`config.mk`:
```
export PLATFORM = sky130hd
export DESIGN_NAME = phase_sequencer_flat
export DESIGN_NICKNAME = d
export VERILOG_FILES = /design/src/rtl/phase_sequencer_if.sv /design/src/rtl/phase_sequencer.sv /design/src/flat_wrapper.sv
export SDC_FILE = /design/constraint.sdc
export NUM_CORES = 1
export LEC_CHECK = 0
export BUFFER_PORTS_ARGS = -buffer_cell sky130_fd_sc_hd__buf_4
export CORE_MARGIN = 4
export CORE_UTILIZATION = 46
export DETAILED_ROUTE_END_ITERATION = 16
export PLACE_DENSITY = 0.69
export RECOVER_POWER = 50
export SLEW_MARGIN = 20
export SYNTH_ARGS = -nofsm -noshare
export SYNTH_HDL_FRONTEND = slang
export SYNTH_SLANG_ARGS = --single-unit
```
`constraint.sdc`:
```
create_clock -name clock -period 4.3 [get_ports clock]
set_input_delay 0.86 -clock clock [delete_from_list [all_inputs] [get_ports clock]]
set_output_delay 0.86 -clock clock [all_outputs]
set_load 0.005 [all_outputs]
```
`src/rtl/phase_sequencer_if.sv`:
```
// Control-phase bundle between the phase sequencer and its host/decoder.
// Run/step/stall/opcode in; strobes, status and debug counters out.
interface phase_sequencer_if #(
    parameter int CYCLE_W = 32,
    parameter int INSTR_W = 16
);
    logic               run;
    logic               step;
    logic               stall;
    logic [4:0]         opcode;
    logic               extra1;
    logic               fe;
    logic               e1;
    logic               e2;
    logic               retire;
    logic               halted;
    logic               fault;
    logic [2:0]         phase;
    logic [CYCLE_W-1:0] cycle_count;
    logic [INSTR_W-1:0] instr_count;

    modport master (
        output run, step, stall, opcode, extra1,
        input  fe, e1, e2, retire, halted, fault,
        input  phase, cycle_count, instr_count
    );

    modport slave (
        input  run, step, stall, opcode, extra1,
        output fe, e1, e2, retire, halted, fault,
        output phase, cycle_count, instr_count
    );
endinterface

```
`src/rtl/phase_sequencer.sv`:
```
// Phase generator ahead of the decoder: one-hot fe/e1/e2 strobes,
// run/single-step control, STP halt, fetch-stall watchdog, debug counters.
module phase_sequencer #(
    parameter int CYCLE_W     = 32,
    parameter int INSTR_W     = 16,
    parameter int STALL_LIMIT = 15
) (
    input logic              clock,
    input logic              n_reset,
    phase_sequencer_if.slave bus
);
    typedef enum logic [2:0] {
        IDLE  = 3'd0,
        FETCH = 3'd1,
        EXEC1 = 3'd2,
        EXEC2 = 3'd3,
        HALT  = 3'd4,
        FAULT = 3'd5
    } state_t;

    localparam logic [7:0] LIMIT = 8'(STALL_LIMIT);

    state_t             state;
    state_t             nxt;
    state_t             end_nxt;
    logic               step_flag;
    logic [7:0]         stall_cnt;
    logic               stp;
    logic               retire;
    logic               active;
    logic               fe_q;
    logic               e1_q;
    logic               e2_q;
    logic               halted_q;
    logic               fault_q;
    logic [CYCLE_W-1:0] cyc_q;
    logic [INSTR_W-1:0] ins_q;

    assign stp    = (bus.opcode == 5'd0);
    assign retire = (state == EXEC1 && !bus.extra1 && !stp)
                 || (state == EXEC2);
    assign active = (state == FETCH) || (state == EXEC1)
                 || (state == EXEC2);

    // A stepped instruction always stops; a run stops once run drops.
    assign end_nxt = (step_flag || !bus.run) ? IDLE : FETCH;

    always_comb begin
        nxt = state;
        case (state)
            IDLE:  if (bus.run || bus.step) nxt = FETCH;
            FETCH: begin
                if (!bus.stall)              nxt = EXEC1;
                else if (stall_cnt == LIMIT) nxt = FAULT;
            end
            EXEC1: begin
                if (stp)             nxt = HALT;
                else if (bus.extra1) nxt = EXEC2;
                else                 nxt = end_nxt;
            end
            EXEC2:   nxt = end_nxt;
            HALT:    nxt = HALT;
            FAULT:   nxt = FAULT;
            default: nxt = IDLE;
        endcase
    end

    always_ff @(posedge clock) begin
        if (!n_reset) begin
            state     <= IDLE;
            step_flag <= 1'b0;
            stall_cnt <= 8'd0;
            cyc_q     <= '0;
            ins_q     <= '0;
            fe_q      <= 1'b0;
            e1_q      <= 1'b0;
            e2_q      <= 1'b0;
            halted_q  <= 1'b0;
            fault_q   <= 1'b0;
        end else begin
            state    <= nxt;
            fe_q     <= (nxt == FETCH);
            e1_q     <= (nxt == EXEC1);
            e2_q     <= (nxt == EXEC2);
            halted_q <= (nxt == HALT);
            fault_q  <= (nxt == FAULT);

            if (state == IDLE)
                step_flag <= !bus.run && bus.step;
            else if (retire && nxt == IDLE)
                step_flag <= 1'b0;

            // Bounded by LIMIT: the watchdog fires before it can wrap.
            if (state == FETCH && bus.stall)
                stall_cnt <= stall_cnt + 8'd1;
            else
                stall_cnt <= 8'd0;

            if (active && cyc_q != '1)
                cyc_q <= cyc_q + 1'b1;
            if (retire && ins_q != '1)
                ins_q <= ins_q + 1'b1;
        end
    end

    assign bus.fe          = fe_q;
    assign bus.e1          = e1_q;
    assign bus.e2          = e2_q;
    assign bus.retire      = retire;
    assign bus.halted      = halted_q;
    assign bus.fault       = fault_q;
    assign bus.phase       = state;
    assign bus.cycle_count = cyc_q;
    assign bus.instr_count = ins_q;
endmodule

```
`src/flat_wrapper.sv`:
```
// flat-port wrapper written by rule: the top's interface ports become plain ports
module phase_sequencer_flat 
#(
    parameter int CYCLE_W     = 32,
    parameter int INSTR_W     = 16,
    parameter int STALL_LIMIT = 15
)
  (clock, n_reset, bus_run, bus_step, bus_stall, bus_opcode, bus_extra1, bus_fe, bus_e1, bus_e2, bus_retire, bus_halted, bus_fault, bus_phase, bus_cycle_count, bus_instr_count);
  phase_sequencer_if #(.CYCLE_W(CYCLE_W), .INSTR_W(INSTR_W)) bus_i ();
  input logic clock;
  input logic n_reset;
  input wire logic [$bits(bus_i.run)-1:0] bus_run;
  input wire logic [$bits(bus_i.step)-1:0] bus_step;
  input wire logic [$bits(bus_i.stall)-1:0] bus_stall;
  input wire logic [$bits(bus_i.opcode)-1:0] bus_opcode;
  input wire logic [$bits(bus_i.extra1)-1:0] bus_extra1;
  output wire logic [$bits(bus_i.fe)-1:0] bus_fe;
  output wire logic [$bits(bus_i.e1)-1:0] bus_e1;
  output wire logic [$bits(bus_i.e2)-1:0] bus_e2;
  output wire logic [$bits(bus_i.retire)-1:0] bus_retire;
  output wire logic [$bits(bus_i.halted)-1:0] bus_halted;
  output wire logic [$bits(bus_i.fault)-1:0] bus_fault;
  output wire logic [$bits(bus_i.phase)-1:0] bus_phase;
  output wire logic [$bits(bus_i.cycle_count)-1:0] bus_cycle_count;
  output wire logic [$bits(bus_i.instr_count)-1:0] bus_instr_count;
  assign bus_i.run = bus_run;
  assign bus_i.step = bus_step;
  assign bus_i.stall = bus_stall;
  assign bus_i.opcode = bus_opcode;
  assign bus_i.extra1 = bus_extra1;
  assign bus_fe = bus_i.fe;
  assign bus_e1 = bus_i.e1;
  assign bus_e2 = bus_i.e2;
  assign bus_retire = bus_i.retire;
  assign bus_halted = bus_i.halted;
  assign bus_fault = bus_i.fault;
  assign bus_phase = bus_i.phase;
  assign bus_cycle_count = bus_i.cycle_count;
  assign bus_instr_count = bus_i.instr_count;
  phase_sequencer #(.CYCLE_W(CYCLE_W), .INSTR_W(INSTR_W), .STALL_LIMIT(STALL_LIMIT)) u_core (.clock(clock), .n_reset(n_reset), .bus(bus_i));
endmodule
```
# Yosys cells after proc, flatten, opt, wreduce, memory -nomap -nowiden
# Cells that the tools add are included.
# op_classes
n_addsub	3
multipliers	0
n_div	0
n_lt_le_gt_ge	0
n_eq_ne	13
shifts	0
muxes	9
bitwise	0
n_reduce_logical	20
# ops
operator	count
$add A32 B1 Y32 const B	1
$ne A32 B32 Y1 const B	1
$pmux W3 S6	1
$add A16 B1 Y16 const B	1
$ne A16 B16 Y1 const B	1
$mux W3	5
$eq A3 B2 Y1 const B	4
$eq A3 B3 Y1 const B	4
$add A8 B1 Y8 const B	1
$eq A8 B4 Y1 const B	1
$logic_and A1 B1 Y1	7
$eq A3 B1 Y1 const B	2
$logic_not A3 Y1	2
$logic_not A5 Y1	1
$logic_or A1 B1 Y1	5
$logic_not A1 Y1	3
$mux W1	3
$reduce_and A2 Y1	1
$reduce_bool A2 Y1	1
# totals
ff_bits	65
latchBits	0
ram_bits	0
mem_bits_ro	0
in_bits	11
out_inout_bits	57
wordCells	55
n_memories	0

# Logic depth before layout (Yosys ltp)
# depth
word_depth	10
mapped_depth	8
depth_no_buf	6

# Worst setup path after synthesis
# No wires, ideal clock.
# synth_timing
kind	input to output
startpoint	in bus_opcode[1]
endpoint	out bus_retire
arrival_time_ns	2.029
required_ns	3.440
path_slack_ns	1.411
cell_stages	4
path_buffers	1
cell_sequence	or4_4 o311ai_4 buf_4 inv_1
# synth_via
elab_chain_cells	4
# synth_lines
element	line	source
start, declared	flat_wrapper.sv:15	input wire logic [$bits(bus_i.opcode)-1:0] bus_opcode;
$logic_not A5 Y1	phase_sequencer.sv:39	assign stp = (bus.opcode == 5'd0);
$logic_not A1 Y1	phase_sequencer.sv:40	assign retire = (state == EXEC1 && !bus.extra1 && !stp)
$logic_and A1 B1 Y1	phase_sequencer.sv:40	
$logic_or A1 B1 Y1	phase_sequencer.sv:41	|| (state == EXEC2);
end, declared	flat_wrapper.sv:20	output wire logic [$bits(bus_i.retire)-1:0] bus_retire;
# Every way passes these cells.

# Worst setup path after layout
# Ends and elaborated chain as after synthesis.

==> flow_summary.json <==
{
  "outcome": "completed",
  "grt_usage": 0.178,
  "routed_wl_mm": 7.12,
  "worstMarginPinSlew_ns": 0.886,
  "postCtsSetupBuffers": 0,
  "overflow": 0,
  "drc": 0,
  "clkSinkCount": 65,
  "ys_seq_area_frac": 0.411,
  "syn_area_um2": 3170,
  "drive_gt1_frac": 0.205,
  "p_leak_nw": 1.41,
  "ys.flop_type": "dfxtp_1",
  "cp_top_family": "simple AND/OR/NAND/NOR gates",
  "placed_area_um2": 3700,
  "ys_warn_count": 0,
  "routed-wl-met2_mm": 3.48,
  "slew_viol_final": 0,
  "antenna_found_initial": 0,
  "arrival_ns": 2.28,
  "ant_nets": 0,
  "synthCells": 375,
  "grt_start_max_net_pins": 39,
  "cts-root-buf": "clkbuf_8",
  "cp_num_buf_inv": 4,
  "path_clk_slew_ns": 0.07,
  "fp-row-count": 29,
  "pre_cts_ws_ns": 1.24,
  "die_w_um": 91.0,
  "r2r_cells": 6,
  "crit_path_start_kind": "input port",
  "wl_per_cell_um": 13.7,
  "boundaryPins": 68,
  "cp_slowest_cell": "or4_1",
  "area_growth_pct": 22.6,
  "final_common_cell": "dfxtp_1",
  "io_buffers": 67,
  "min_from": "u_core.stall_cnt[0]",
  "finalWorstSetupSlack_ns": 1.16,
  "gp_congestion": 0.824,
  "num_antenna_cells": 0,
  "timing.hold.ws_ns": 0.451,
  "crit_cells": 6,
  "wl_met1_mm": 3.12,
  "vdd_drop_max_mv": 0.222,
  "cts-resized-gates": 0,
  "critical_path_required_ns": 3.44,
  "die_area_um2": 8280,
  "core_um2": 6530,
  "wl_met3_um": 460,
  "hold_viol": 0,
  "syn_nets": 389,
  "dr.pass1.iters": 4,
  "slew_headroom": 0.409,
  "topRoutingLayerUsed": "met4",
  "holdBufCountCts": 0,
  "num_vias": 2952,
  "drtIter0Drc": 118,
  "timing.rr.start": "u_core.bus.cycle_count[0]",
  "syn_area_per_cell_um2": 8.45,
  "cp_common_cell": "buf_4",
  "fmax_mhz": 318,
  "clock_latency_ns": 0.33,
  "nets": 453,
  "path_cells": "clkbuf_4, or4_1, o311ai_4, buf_4, inv_1, buf_4",
  "grt_pass1_vias": 2746,
  "dp_hpwl_mm": 5.07,
  "cts_max_level": 3,
  "hold_class": "register to register",
  "final-setup-viol-count": 0,
  "critPathMaxStageDelay_ns": 0.62,
  "synth_cell_types": 46,
  "cts-buffers-inserted": 9,
  "chipHeight_um": 91.0,
  "min_period_over_period": 0.731,
  "mostFrequentLayoutCells": "65 x dfxtp_1, 49 x clkbuf_4, 31 x nor2_1",
  "start_util": 0.485,
  "hold_path_depth": 1,
  "worstSetupPathType": "input port to output port",
  "startpoint": "bus_opcode[1]",
  "skew_ns": 0.00800,
  "synth_seq_cells": 65,
  "fin_area_um2": 3890,
  "drv_cap": 0,
  "rsz0062_at_grt": "false",
  "routed_via_density": 5.67,
  "crit_fanout": 17,
  "synth_edf_count": 0,
  "clock_path_buffers": 2,
  "tns_ns": 0,
  "cts_tree": "done",
  "powerDensity_nw_per_um2": 314,
  "finalWorstPathRequiredPeriod_ns": 3.14,
  "final_util": 0.595,
  "endpoint_kind": "output port",
  "synthArstFlopShare": 0,
  "grt_first_pass_wirelength_mm": 12.4
}
## state kept, by name (all words and copies together), names as in the netlist
register	count
u_core.step_flag	1
u_core.bus.fault	1
u_core.bus.cycle_count	32
u_core.stall_cnt	8
u_core.bus.e1	1
u_core.bus.instr_count	16
u_core.bus.fe	1
u_core.bus.e2	1
u_core.bus.phase	3
u_core.bus.halted	1
## cell usage after synthesis, types with 2 or more instances
library cell	count	share of area
a21oi_1	29	0.046
and2_1	2	0.0039
and3_1	4	0.0079
and4_1	4	0.011
buf_2	4	0.0063
buf_4	5	0.012
clkbuf_1	8	0.0095
dfxtp_1	65	0.41
ha_1	3	0.012
inv_1	12	0.014
mux2i_1	6	0.019
nand2_1	24	0.028
nand2b_1	7	0.014
nand3_1	25	0.039
nand3b_1	3	0.0071
nand4_1	16	0.032
nor2_1	31	0.037
nor2b_1	5	0.0099
nor3_1	5	0.0079
nor3_2	2	0.0063
nor3b_1	2	0.0047
nor4_1	14	0.028
o211ai_1	4	0.0095
o21ai_0	16	0.025
o21ai_1	8	0.013
o31ai_1	5	0.012
or2_2	3	0.0059
or3_1	26	0.051
or4_1	4	0.0095
xnor2_1	15	0.041
xor2_1	3	0.0083
## layout make-up
| cell class | instances | area [µm²] |
|---|---|---|
| clock buffers | 14 | 173 |
| repair buffers | 70 | 503 |
| flip-flops and latches | 65 | 1300 |
| inverters | 12 | 45.0 |
| well taps | 77 | 96.3 |
| fillers | 632 | 2650 |
| multi-input cells | 281 | 1730 |
| clock inverters | 2 | 35.0 |
## report_power, final
group          switching [mW]  internal, mW
sequential             0.0117         0.610
combinational          0.0365        0.0293
clock                   0.218         0.315
## per-layer routing
layer,up-vias,track usage
li1,1499,-
met1,1373,0.208
met2,74,0.309
met3,6,0.0669
met4,0,0.0427
met5,-,0
## stage by stage
stage | cells | total power, mW
floorplan | 375 | 0.675
global placement | 505 | 0.702
detailed placement | 505 | 0.703
CTS | 521 | 1.24
global route | 521 | 1.27
finish | 521 | 1.22
## final timing paths
check                                                 end  slack, ns
worst max-delay path                           bus_retire       1.16
worst min-delay path                  u_core.stall_cnt[0]       0.45
worst max register to register  u_core.bus.cycle_count[2]       2.13
worst min register to register        u_core.stall_cnt[0]       0.45
## logic make-up after synthesis
| group | count (synthesis) | synth area share |
|---|---|---|
| buf+inv | 29 | 0.0418 |
| flops | 65 | 0.411 |
| simple gates | 185 | 0.333 |
| mux | 6 | 0.0190 |
| compound gates | 69 | 0.134 |
| fa+ha+maj | 3 | 0.0118 |
| xor+xnor | 18 | 0.0497 |
Note: power is estimated with default switching activity, not from simulation.
